$ cat src/rtl/fdiv.sv
// fdiv: iterative IEEE-754 binary32 divider, fixed 28-cycle latency, round-to-nearest-even.
// Ports: clk, reset (async active-low), req, x, y in; busy, valid, rslt, flag {NV,DZ,OF,UF,NX} out.
// Define FDIV_SUBNORMAL_EN for full subnormal support; otherwise subnormals are flushed to zero.
module fdiv (
    input  logic        clk,
    input  logic        reset,
    input  logic        req,
    input  logic [31:0] x,
    input  logic [31:0] y,
    output logic        busy,
    output logic        valid,
    output logic [31:0] rslt,
    output logic [4:0]  flag
);

    typedef enum logic [1:0] {IDLE, NORM, DIV, RND} state_t;

    state_t      r_state;
    logic        r_busy;
    logic        r_valid;
    logic [31:0] r_rslt;
    logic [4:0]  r_flag;
    logic [31:0] r_x;
    logic [31:0] r_y;
    logic        r_sign;
    logic [9:0]  r_exp;
    logic [23:0] r_d;
    logic [25:0] r_rem;
    logic        r_neg;
    logic [25:0] r_q;
    logic [4:0]  r_cnt;
    logic        r_spec;
    logic [31:0] r_spec_rslt;
    logic [4:0]  r_spec_flag;

    // operand classification
    logic [7:0]  w_ex, w_ey;
    logic [22:0] w_fx, w_fy;
    logic        w_xnan, w_ynan, w_xsnan, w_ysnan;
    logic        w_xinf, w_yinf, w_xzero, w_yzero;
    logic        w_sign;

    assign w_ex    = r_x[30:23];
    assign w_ey    = r_y[30:23];
    assign w_fx    = r_x[22:0];
    assign w_fy    = r_y[22:0];
    assign w_xnan  = (&w_ex) & (|w_fx);
    assign w_ynan  = (&w_ey) & (|w_fy);
    assign w_xsnan = w_xnan & ~w_fx[22];
    assign w_ysnan = w_ynan & ~w_fy[22];
    assign w_xinf  = (&w_ex) & ~(|w_fx);
    assign w_yinf  = (&w_ey) & ~(|w_fy);
    assign w_sign  = r_x[31] ^ r_y[31];
`ifdef FDIV_SUBNORMAL_EN
    assign w_xzero = (w_ex == 8'd0) & (w_fx == 23'd0);
    assign w_yzero = (w_ey == 8'd0) & (w_fy == 23'd0);
`else
    // subnormal inputs count as signed zero
    assign w_xzero = (w_ex == 8'd0);
    assign w_yzero = (w_ey == 8'd0);
`endif

    logic        w_spec;
    logic [31:0] w_spec_r;
    logic [4:0]  w_spec_f;

    always_comb begin
        w_spec   = 1'b1;
        w_spec_r = 32'd0;
        w_spec_f = 5'd0;
        if (w_xnan) begin
            w_spec_r = r_x | 32'h0040_0000;
            w_spec_f = {w_xsnan | w_ysnan, 4'd0};
        end else if (w_ynan) begin
            w_spec_r = r_y | 32'h0040_0000;
            w_spec_f = {w_xsnan | w_ysnan, 4'd0};
        end else if ((w_xinf & w_yinf) | (w_xzero & w_yzero)) begin
            w_spec_r = 32'hFFC0_0000;
            w_spec_f = 5'h10;
        end else if (w_xinf) begin
            w_spec_r = {w_sign, 31'h7F80_0000};
        end else if (w_yinf) begin
            w_spec_r = {w_sign, 31'd0};
        end else if (w_yzero) begin
            w_spec_r = {w_sign, 31'h7F80_0000};
            w_spec_f = 5'h08;
        end else if (w_xzero) begin
            w_spec_r = {w_sign, 31'd0};
        end else begin
            w_spec   = 1'b0;
        end
    end

    // significands and intermediate exponent (exponent 0 behaves as 1)
    logic [23:0] w_mx, w_my;
    logic [4:0]  w_lzx, w_lzy;
    logic [7:0]  w_exe, w_eye;
    logic [9:0]  w_exp;

    assign w_exe = (w_ex == 8'd0) ? 8'd1 : w_ex;
    assign w_eye = (w_ey == 8'd0) ? 8'd1 : w_ey;

`ifdef FDIV_SUBNORMAL_EN
    function automatic logic [4:0] lzc24(input logic [23:0] v);
        logic [4:0] n;
        n = 5'd0;
        for (int i = 0; i < 24; i++)
            if (v[i]) n = 5'(23 - i);
        return n;
    endfunction

    logic [23:0] w_rx, w_ry;
    assign w_rx  = {w_ex != 8'd0, w_fx};
    assign w_ry  = {w_ey != 8'd0, w_fy};
    assign w_lzx = lzc24(w_rx);
    assign w_lzy = lzc24(w_ry);
    assign w_mx  = w_rx << w_lzx;
    assign w_my  = w_ry << w_lzy;
`else
    assign w_lzx = 5'd0;
    assign w_lzy = 5'd0;
    assign w_mx  = {1'b1, w_fx};
    assign w_my  = {1'b1, w_fy};
`endif

    // two's complement 10-bit: ex - ey + 127 - lzx + lzy
    assign w_exp = {2'b00, w_exe} - {2'b00, w_eye} + 10'd127
                 - {5'd0, w_lzx} + {5'd0, w_lzy};

    // non-restoring step: add divisor back when last remainder was negative
    logic [25:0] w_t;
    assign w_t = r_neg ? r_rem + {2'b00, r_d} : r_rem - {2'b00, r_d};

    // rounding
    logic signed [9:0] w_e1;
    logic [23:0] w_sig, w_sig2;
    logic        w_g, w_s, w_g2, w_s2;
    logic        w_tiny, w_inc, w_nx, w_ovf;
    logic [25:0] w_fix;
    logic [9:0]  w_ebase;
    logic [32:0] w_mag;

    assign w_e1  = r_q[25] ? $signed(r_exp) : $signed(r_exp) - 10'sd1;
    assign w_sig = r_q[25] ? r_q[25:2] : r_q[24:1];
    assign w_g   = r_q[25] ? r_q[1] : r_q[0];
    // remainder is held doubled; a negative one is corrected by +2d
    assign w_fix = r_neg ? r_rem + {1'b0, r_d, 1'b0} : r_rem;
    assign w_s   = (r_q[25] & r_q[0]) | (|w_fix);
    assign w_tiny = (w_e1 <= 10'sd0);

`ifdef FDIV_SUBNORMAL_EN
    logic signed [9:0] w_shd;
    logic [4:0]  w_sh;
    logic [51:0] w_dn;
    assign w_shd  = 10'sd1 - w_e1;
    assign w_sh   = (w_shd > 10'sd27) ? 5'd27 : w_shd[4:0];
    assign w_dn   = {w_sig, w_g, 27'd0} >> w_sh;
    assign w_sig2 = w_tiny ? w_dn[51:28] : w_sig;
    assign w_g2   = w_tiny ? w_dn[27] : w_g;
    assign w_s2   = w_s | (w_tiny & (|w_dn[26:0]));
`else
    assign w_sig2 = w_sig;
    assign w_g2   = w_g;
    assign w_s2   = w_s;
`endif

    assign w_inc = w_g2 & (w_s2 | w_sig2[0]);
    assign w_nx  = w_g2 | w_s2;
    // hidden bit adds back into the exponent field; a rounding
    // carry-out renormalizes by propagating into it as well
    assign w_ebase = w_tiny ? 10'd0 : 10'(w_e1 - 10'sd1);
    assign w_mag = {w_ebase, 23'd0} + {9'd0, w_sig2} + {32'd0, w_inc};
    assign w_ovf = ~w_tiny & (w_mag[32:23] >= 10'd255);

    logic [31:0] w_rslt;
    logic [4:0]  w_flag;

    always_comb begin
        w_rslt = {r_sign, w_mag[30:0]};
        w_flag = {3'b000, w_tiny & w_nx, w_nx};
        if (r_spec) begin
            w_rslt = r_spec_rslt;
            w_flag = r_spec_flag;
        end else if (w_ovf) begin
            w_rslt = {r_sign, 31'h7F80_0000};
            w_flag = 5'h05;
`ifndef FDIV_SUBNORMAL_EN
        end else if (w_tiny) begin
            w_rslt = {r_sign, 31'd0};
            w_flag = 5'h03;
`endif
        end
    end

    always_ff @(posedge clk or negedge reset) begin
        if (!reset) begin
            r_state     <= IDLE;
            r_busy      <= 1'b0;
            r_valid     <= 1'b0;
            r_rslt      <= 32'd0;
            r_flag      <= 5'd0;
            r_x         <= 32'd0;
            r_y         <= 32'd0;
            r_sign      <= 1'b0;
            r_exp       <= 10'd0;
            r_d         <= 24'd0;
            r_rem       <= 26'd0;
            r_neg       <= 1'b0;
            r_q         <= 26'd0;
            r_cnt       <= 5'd0;
            r_spec      <= 1'b0;
            r_spec_rslt <= 32'd0;
            r_spec_flag <= 5'd0;
        end else begin
            unique case (r_state)
                IDLE: begin
                    if (r_valid) begin
                        r_valid <= 1'b0;
                        r_busy  <= 1'b0;
                    end else if (req && !r_busy) begin
                        r_x     <= x;
                        r_y     <= y;
                        r_busy  <= 1'b1;
                        r_state <= NORM;
                    end
                end
                NORM: begin
                    r_sign      <= w_sign;
                    r_exp       <= w_exp;
                    r_d         <= w_my;
                    r_rem       <= {2'b00, w_mx};
                    r_neg       <= 1'b0;
                    r_q         <= 26'd0;
                    r_cnt       <= 5'd0;
                    r_spec      <= w_spec;
                    r_spec_rslt <= w_spec_r;
                    r_spec_flag <= w_spec_f;
                    r_state     <= DIV;
                end
                DIV: begin
                    r_rem <= {w_t[24:0], 1'b0};
                    r_neg <= w_t[25];
                    r_q   <= {r_q[24:0], ~w_t[25]};
                    if (r_cnt == 5'd25) r_state <= RND;
                    else r_cnt <= r_cnt + 5'd1;
                end
                RND: begin
                    r_rslt  <= w_rslt;
                    r_flag  <= w_flag;
                    r_valid <= 1'b1;
                    r_state <= IDLE;
                end
                default: r_state <= IDLE;
            endcase
        end
    end

    assign busy  = r_busy;
    assign valid = r_valid;
    assign rslt  = r_rslt;
    assign flag  = r_flag;

endmodule
$ cat config.mk
export PLATFORM = sky130hd
export DESIGN_NAME = fdiv
export DESIGN_NICKNAME = d
export VERILOG_FILES = /design/src/rtl/fdiv.sv
export SDC_FILE = /design/constraint.sdc
export NUM_CORES = 1
export LEC_CHECK = 0
export CORE_UTILIZATION = 47
export DETAILED_ROUTE_END_ITERATION = 10
export PLACE_DENSITY = 0.66
export SLEW_MARGIN = 30
export SYNTH_ARGS = -nofsm -noshare
export SYNTH_HDL_FRONTEND = slang
export SYNTH_SLANG_ARGS = --single-unit
$ cat constraint.sdc
create_clock -name clk -period 13.6 [get_ports clk]
set_clock_uncertainty 0.1 [all_clocks]
set_input_delay 1.36 -clock clk [delete_from_list [all_inputs] [get_ports clk]]
set_output_delay 1.36 -clock clk [all_outputs]
set_load 0.005 [all_outputs]
## Yosys cells after proc, flatten, opt, wreduce, memory -nomap -nowiden

Index checks and enable logic that the tools add are counted.

| operators by class | value |
|---|---|
| add/subtract/negate cells | 10 |
| $lt $le $gt $ge | 2 |
| eq/ne operators | 8 |
| multiplexer cells | 46 |
| bitwise gates (word level) | 25 |
| reductions and logical operators | 17 |

Operator list:

| kind | count |
|---|---|
| two-way mux 32 bit | 8 |
| one-hot mux 26 bit (2 select lines) | 2 |
| two-way mux 31 bit | 2 |
| two-way mux 26 bit | 2 |
| OR reduction 23 bit | 2 |
| adder 33 x 1 -> 33 bit | 1 |
| adder 33 x 24 -> 33 bit | 1 |
| adder 26 x 24 -> 26 bit | 1 |
| adder 26 x 25 -> 26 bit | 1 |
| OR reduction 26 bit | 1 |
| subtractor 26 x 24 -> 26 bit | 1 |
| two-way mux 5 bit | 5 |
| two-way mux 24 bit | 1 |
| two-way mux 10 bit | 2 |
| subtractor 10 x 2 -> 10 bit (second input constant) | 2 |
| zero test 8 bit | 2 |
| two-way mux 8 bit | 2 |
| AND reduction 8 bit | 2 |
| AND 1 bit | 12 |
| two-way mux 4 bit | 3 |
| adder 9 x 8 -> 10 bit (second input constant) | 1 |
| greater-or-equal comparator 10 x 8 -> 1 bit (second input constant) | 1 |
| <= comparator 10 x 1 -> 1 bit (second input constant) | 1 |
| two-way mux 1 bit | 10 |
| other kinds (20) | 42 |

| storage, ports and cells | value |
|---|---|
| bits in registers | 236 |
| input bits | 67 |
| output and inout bits | 39 |
| word-level logic and storage cells | 125 |

## Logic depth before layout (Yosys ltp)

| depth | value |
|---|---|
| word-level depth | 11 |
| depth in mapped cells | 19 |
| gate-level depth less buffers | 18 |

## Worst setup path after synthesis

Ideal clock, no wire load.

| timing path | value |
|---|---|
| path type | flip-flop to flip-flop |
| start | register r_q[25] |
| end | register r_rslt[10], in the netlist rslt[10] |
| setup time | 0.125 ns |
| arrival time | 4.585 ns |
| required time | 13.375 ns |
| path slack | 8.790 ns |
| cell stages (with the launch flop) | 19 |
| path buffers | 6 |
| period minus slack after synthesis | 4.810 ns |
| path through | dfrtp_1 > buf_6 > buf_6 > clkbuf_1 > clkbuf_1 > clkbuf_1 > nand2_1 > a21oi_1 > ha_1 > nand2_1 > or4_1 > nor3_2 > a21oi_1 > xnor2_1 > or4b_1 > o41a_2 > nand3_4 > buf_6 > o21ai_2 |

| on the way | value |
|---|---|
| cells in the longest elaborated chain, start to end | 9 |
| elaborated cells between the ends (all ways) | 18 |
| those cells by class | add/sub (3); order compare (2); mux (7); bitwise (6) |

RTL lines:

| item | RTL line | RTL |
|---|---|---|
| from (decl) | 30 | `logic [25:0] r_q;` |
| from (signal assigned) | 243 | `r_q <= {r_q[24:0], ~w_t[25]};` |
| two-way mux 10 bit or AND 1 bit (tied branches) | 143, 148 |  |
| subtractor 10 x 2 -> 10 bit (tied with other cells) | 171 | `assign w_ebase = w_tiny ? 10'd0 : 10'(w_e1 - 10'sd1);` |
| two-way mux 10 bit or OR 1 bit (tied branches) | 171, 167 |  |
| adder 33 x 24 -> 33 bit or AND 1 bit (tied branches) | 172, 167 |  |
| adder 33 x 1 -> 33 bit | 172 | `assign w_mag = {w_ebase, 23'd0} + {9'd0, w_sig2} + {32'd0, w_inc};` |
| greater-or-equal comparator 10 x 8 -> 1 bit | 173 | `assign w_ovf = ~w_tiny & (w_mag[32:23] >= 10'd255);` |
| AND 1 bit | 173 |  |
| two-way mux 31 bit (*) | 184 | `end else if (w_ovf) begin` |
| two-way mux 32 bit (*) | 181 | `if (r_spec) begin` |
| to (signal assigned) | 248 | `r_rslt <= w_rslt;` |
| to (decl) | 21 | `logic [31:0] r_rslt;` |

Mark *: on every way between the ends. The rest lies on a longest branch, timed or not.
A chain may end at the register's enable or synchronous reset.

## Worst setup path after layout

| timing path | value |
|---|---|
| start | register r_d[2] |
| end | register r_rem[25] |

| on the way | value |
|---|---|
| cells in the longest elaborated chain, start to end | 3 |
| elaborated cells between the ends (all ways) | 4 |
| those cells by class | add/sub (2); mux (2) |

RTL lines:

| item | RTL line | RTL |
|---|---|---|
| from (decl) | 27 | `logic [23:0] r_d;` |
| from (signal assigned) | 230 | `r_d <= w_my;` |
| subtractor 26 x 24 -> 26 bit or adder 26 x 24 -> 26 bit (tied branches) | 132 | `assign w_t = r_neg ? r_rem + {2'b00, r_d} : r_rem - {2'b00, r_d};` |
| two-way mux 26 bit (*) | 132 |  |
| one-hot mux 26 bit (2 select lines) (*) | 215 | `unique case (r_state)` |
| to (signal assigned) | 231 | `r_rem <= {2'b00, w_mx};` |
| to (signal assigned) | 241 | `r_rem <= {w_t[24:0], 1'b0};` |
| to (decl) | 28 | `logic [25:0] r_rem;` |

Marked as above.

==> impl_metrics.csv <==
group,metric,value,unit
run_status,status,"finished, final reports clean",
finish,fin_area,0.0173,mm^2
grt,grt_usage,0.250,
finish,fin_cells,2138,
finish,nNetsFinal,1856,
pwr,p_leak,6.93,nW
clock_network,insertion_delay,0.56,ns
detailed_routing,dr.pass1.iters,5,
timing,maxSlewViolCount,0,
synth,netlist_area,0.0150,mm^2
synth,synth_edf_count,0,
detailed_routing,ant_nets,0,
detailed_routing,wire_per_inst,19.0,um
floorplan,die_w,181,um
floorplan,io_pins,106,
timing,max_freq,193,MHz
timing,fin_crit,5.18,ns
timing,finalHoldViolCount,0,
clock_network,clockRootBuffer,"clkbuf_16",
critical_path,worst_ep_required_time,13.92,ns
detailed_routing,routed_via_density,5.94,
clock_network,clk_pin_slew,0.06,ns
clock_network,postCtsHoldBufs,0,
grt,grt_max_degree,126,
synth,yosysWarnings,0,
critical_path,start_kind,"flip-flop",
clock_network,htreeDepth,1,
synth,async_reset_ff_frac,1.00,
min_path,hp-class,"reg2reg",
floorplan,dieArea,0.0327,mm^2
clock_network,post_cts_buffers,0,
critical_path,worstSetupEndpointType,"flip-flop",
clock_network,cts_sinks,233,
synth,synth_cell_type_count,83,
finish,post-route-util,0.548,
synth,synth_cells,1663,
floorplan,std_cell_rows,65,
timing,worst_pin_slew,0.955,ns
placed_design,dp.cells,2089,
detailed_routing,drcViolationCount,0,
placed_design,port_buffers,105,
floorplan,die_h,181,um
synth,syn-num-nets,1802,
pwr,vdd_drop_max,147,uV
critical_path,critPathArrivalTime,5.50,ns
clock_network,post_cts_resized,0,
timing,whs,0.386,ns
finish,diodes,0,
timing,slew_headroom,0.362,
timing,rsz0062_at_grt,"no",
clock_network,tritoncts,"done",
floorplan,start_util,0.477,
synth,syn_avg_cell_area,9.05,um^2
clock_network,numCtsBuffers,27,
detailed_routing,wl,40.6,mm
job,drv_cap,0,
grt,grt_pass1_vias,12000,
critical_path,crit_type,"reg2reg",
detailed_routing,num_vias,12700,
timing,finalCritPeriodShare,0.381,
synth,synth-seq-cells,233,
timing,fin_tns_setup,0,ns
grt,grt_pass1_wl,65.9,mm
grt,antenna_found_initial,0,
placed_design,hpwl,29.6,mm
pwr,power.density,288,mW/mm^2
detailed_routing,drtIter0Drc,1047,
grt,grt.overflow.total,0,
placed_design,dpl-instance-area,0.0164,mm^2
critical_path,crit_path_max_fanout,7,
finish,area_growth_syn_to_layout,14.9,%
placed_design,routabilityCongestion,0.950,
floorplan,coreArea,0.0316,mm^2
clock_network,cts_buffer_depth,3,
synth,synthFlopType,"dfrtp_1",
finish,layout-drive-gt1-share,0.112,
synth,seq_area_frac_synth,0.388,
timing,setup_viol,0,
per-stage QoR:
stage / power (W) / setup WS, ns
5_1_grt: 0.00539 / 7.98
3_5_place_dp: 0.00421 / 8.50
3_3_place_gp: 0.00415 / 8.68
6_report: 0.00499 / 8.42
4_1_cts: 0.00497 / 8.44
2_1_floorplan: 0.00341 / 8.79
flip-flops by register name (all words and copies together) (netlist names):
name         flops
busy             1
flag             5
r_cnt            5
r_d             24
r_exp           10
r_neg            1
r_q             26
r_rem           26
r_sign           1
r_spec           1
r_spec_flag      2
r_spec_rslt     32
r_state          2
r_x             32
r_y             32
rslt            32
valid            1
placed cells by master (no fill, tap or decap), types with 13 or more instances in the layout:
master / synthesis / final
nand3_1: 55 / 55
nor4_1: 29 / 28
xor2_1: 49 / 49
clkbuf_16: 0 / 27
o21ai_0: 102 / 102
nor2_1: 154 / 153
o21ai_1: 15 / 15
clkdlybuf4s50_1: 0 / 104
a22oi_1: 14 / 14
dfrtp_1: 233 / 232
nand2_1: 126 / 126
nor2b_1: 17 / 17
a21o_1: 13 / 13
ha_1: 69 / 65
a31oi_1: 13 / 13
a21oi_1: 161 / 161
nor3_1: 24 / 23
nand4_1: 16 / 16
mux2i_1: 29 / 29
xnor2_1: 77 / 77
mux2_2: 95 / 95
inv_1: 79 / 79
critical path, stage by stage (launching register included):
cell	delay, ns
dfrtp_1	0.43
nor2_1	0.18
nor4b_1	0.36
nor3b_1	0.83
a31oi_1	0.20
xor2_1	0.19
ha_1	0.34
a21o_1	0.19
a21o_1	0.23
o41ai_1	0.82
o2111ai_1	0.26
a31oi_1	0.36
o21ai_0	0.12
a21oi_1	0.18
xor2_1	0.15
o22ai_1	0.08
where the power goes:
part	leakage [nW]	internal (W)	total, W	switching [W]
sequential	2.86	0.000994	0.00137	0.000379
clock	0.437	0.000448	0.000746	0.000298
combinational	3.64	0.00127	0.00287	0.00160
total	6.93	0.00271	0.00499	0.00227
layout make-up:
cell class	instances	area (um^2)
sequential	233	5830
clock buffer	40	774
fill	2866	14300
multi-input combinational	1257	8580
clock inverter	8	121
tap	402	503
timing repair buffer	118	1170
inverter	80	300
layer usage:
layer | up-vias | global-route usage | wire, um
met5 | - | 0 | 0
met1 | 6162 | 0.362 | 18900
met4 | 0 | 0.0721 | 1190
li1 | 6045 | - | -
met3 | 77 | 0.0304 | 2390
met2 | 424 | 0.392 | 18200
synth_stat cells, types with 11 or more instances:
library cell,count,area share
nand2_1,126,0.031
nor4_1,29,0.012
ha_1,69,0.057
xor2_1,49,0.029
nor2b_1,17,0.0071
mux2i_1,29,0.019
nand4_1,16,0.0067
clkbuf_1,72,0.018
xnor2_1,77,0.045
nor3_1,24,0.0080
a22oi_1,14,0.0070
o22ai_1,11,0.0046
mux2_2,95,0.071
nor2_1,154,0.038
o21ai_0,102,0.034
buf_1,14,0.0035
nand3_1,55,0.018
a31oi_1,13,0.0054
a21o_1,13,0.0065
o21ai_1,15,0.0050
and3_1,12,0.0050
inv_1,79,0.020
dfrtp_1,233,0.39
a21oi_1,161,0.054
path summary, 6_finish.rpt:
path / cells after the start / end / slack, ns / start
max: 15 / r_rem[25] / 8.42 / r_d[2]
min: 1 / busy / 0.39 / valid
max reg2reg: 15 / r_rem[25] / 8.42 / r_d[2]
min reg2reg: 1 / busy / 0.39 / valid
max in group asynchronous: 4 / rslt[0] / 10.66 / reset
min in group asynchronous: 1 / r_x[15] / 0.59 / reset
cells by family (layout without fill, tap and decap cells):
kind of cell	after synthesis	in the layout	share of synthesized area
multiplexers	125	125	0.0914
XOR/XNOR	126	126	0.0734
flip-flops	233	233	0.388
AO/OA/AOI/OAI	435	435	0.176
buffers and inverters	173	246	0.0454
AND/OR/NAND/NOR	499	499	0.164
adder cells (fa/ha/maj)	72	72	0.0614
(Power assumes the default switching activity.)
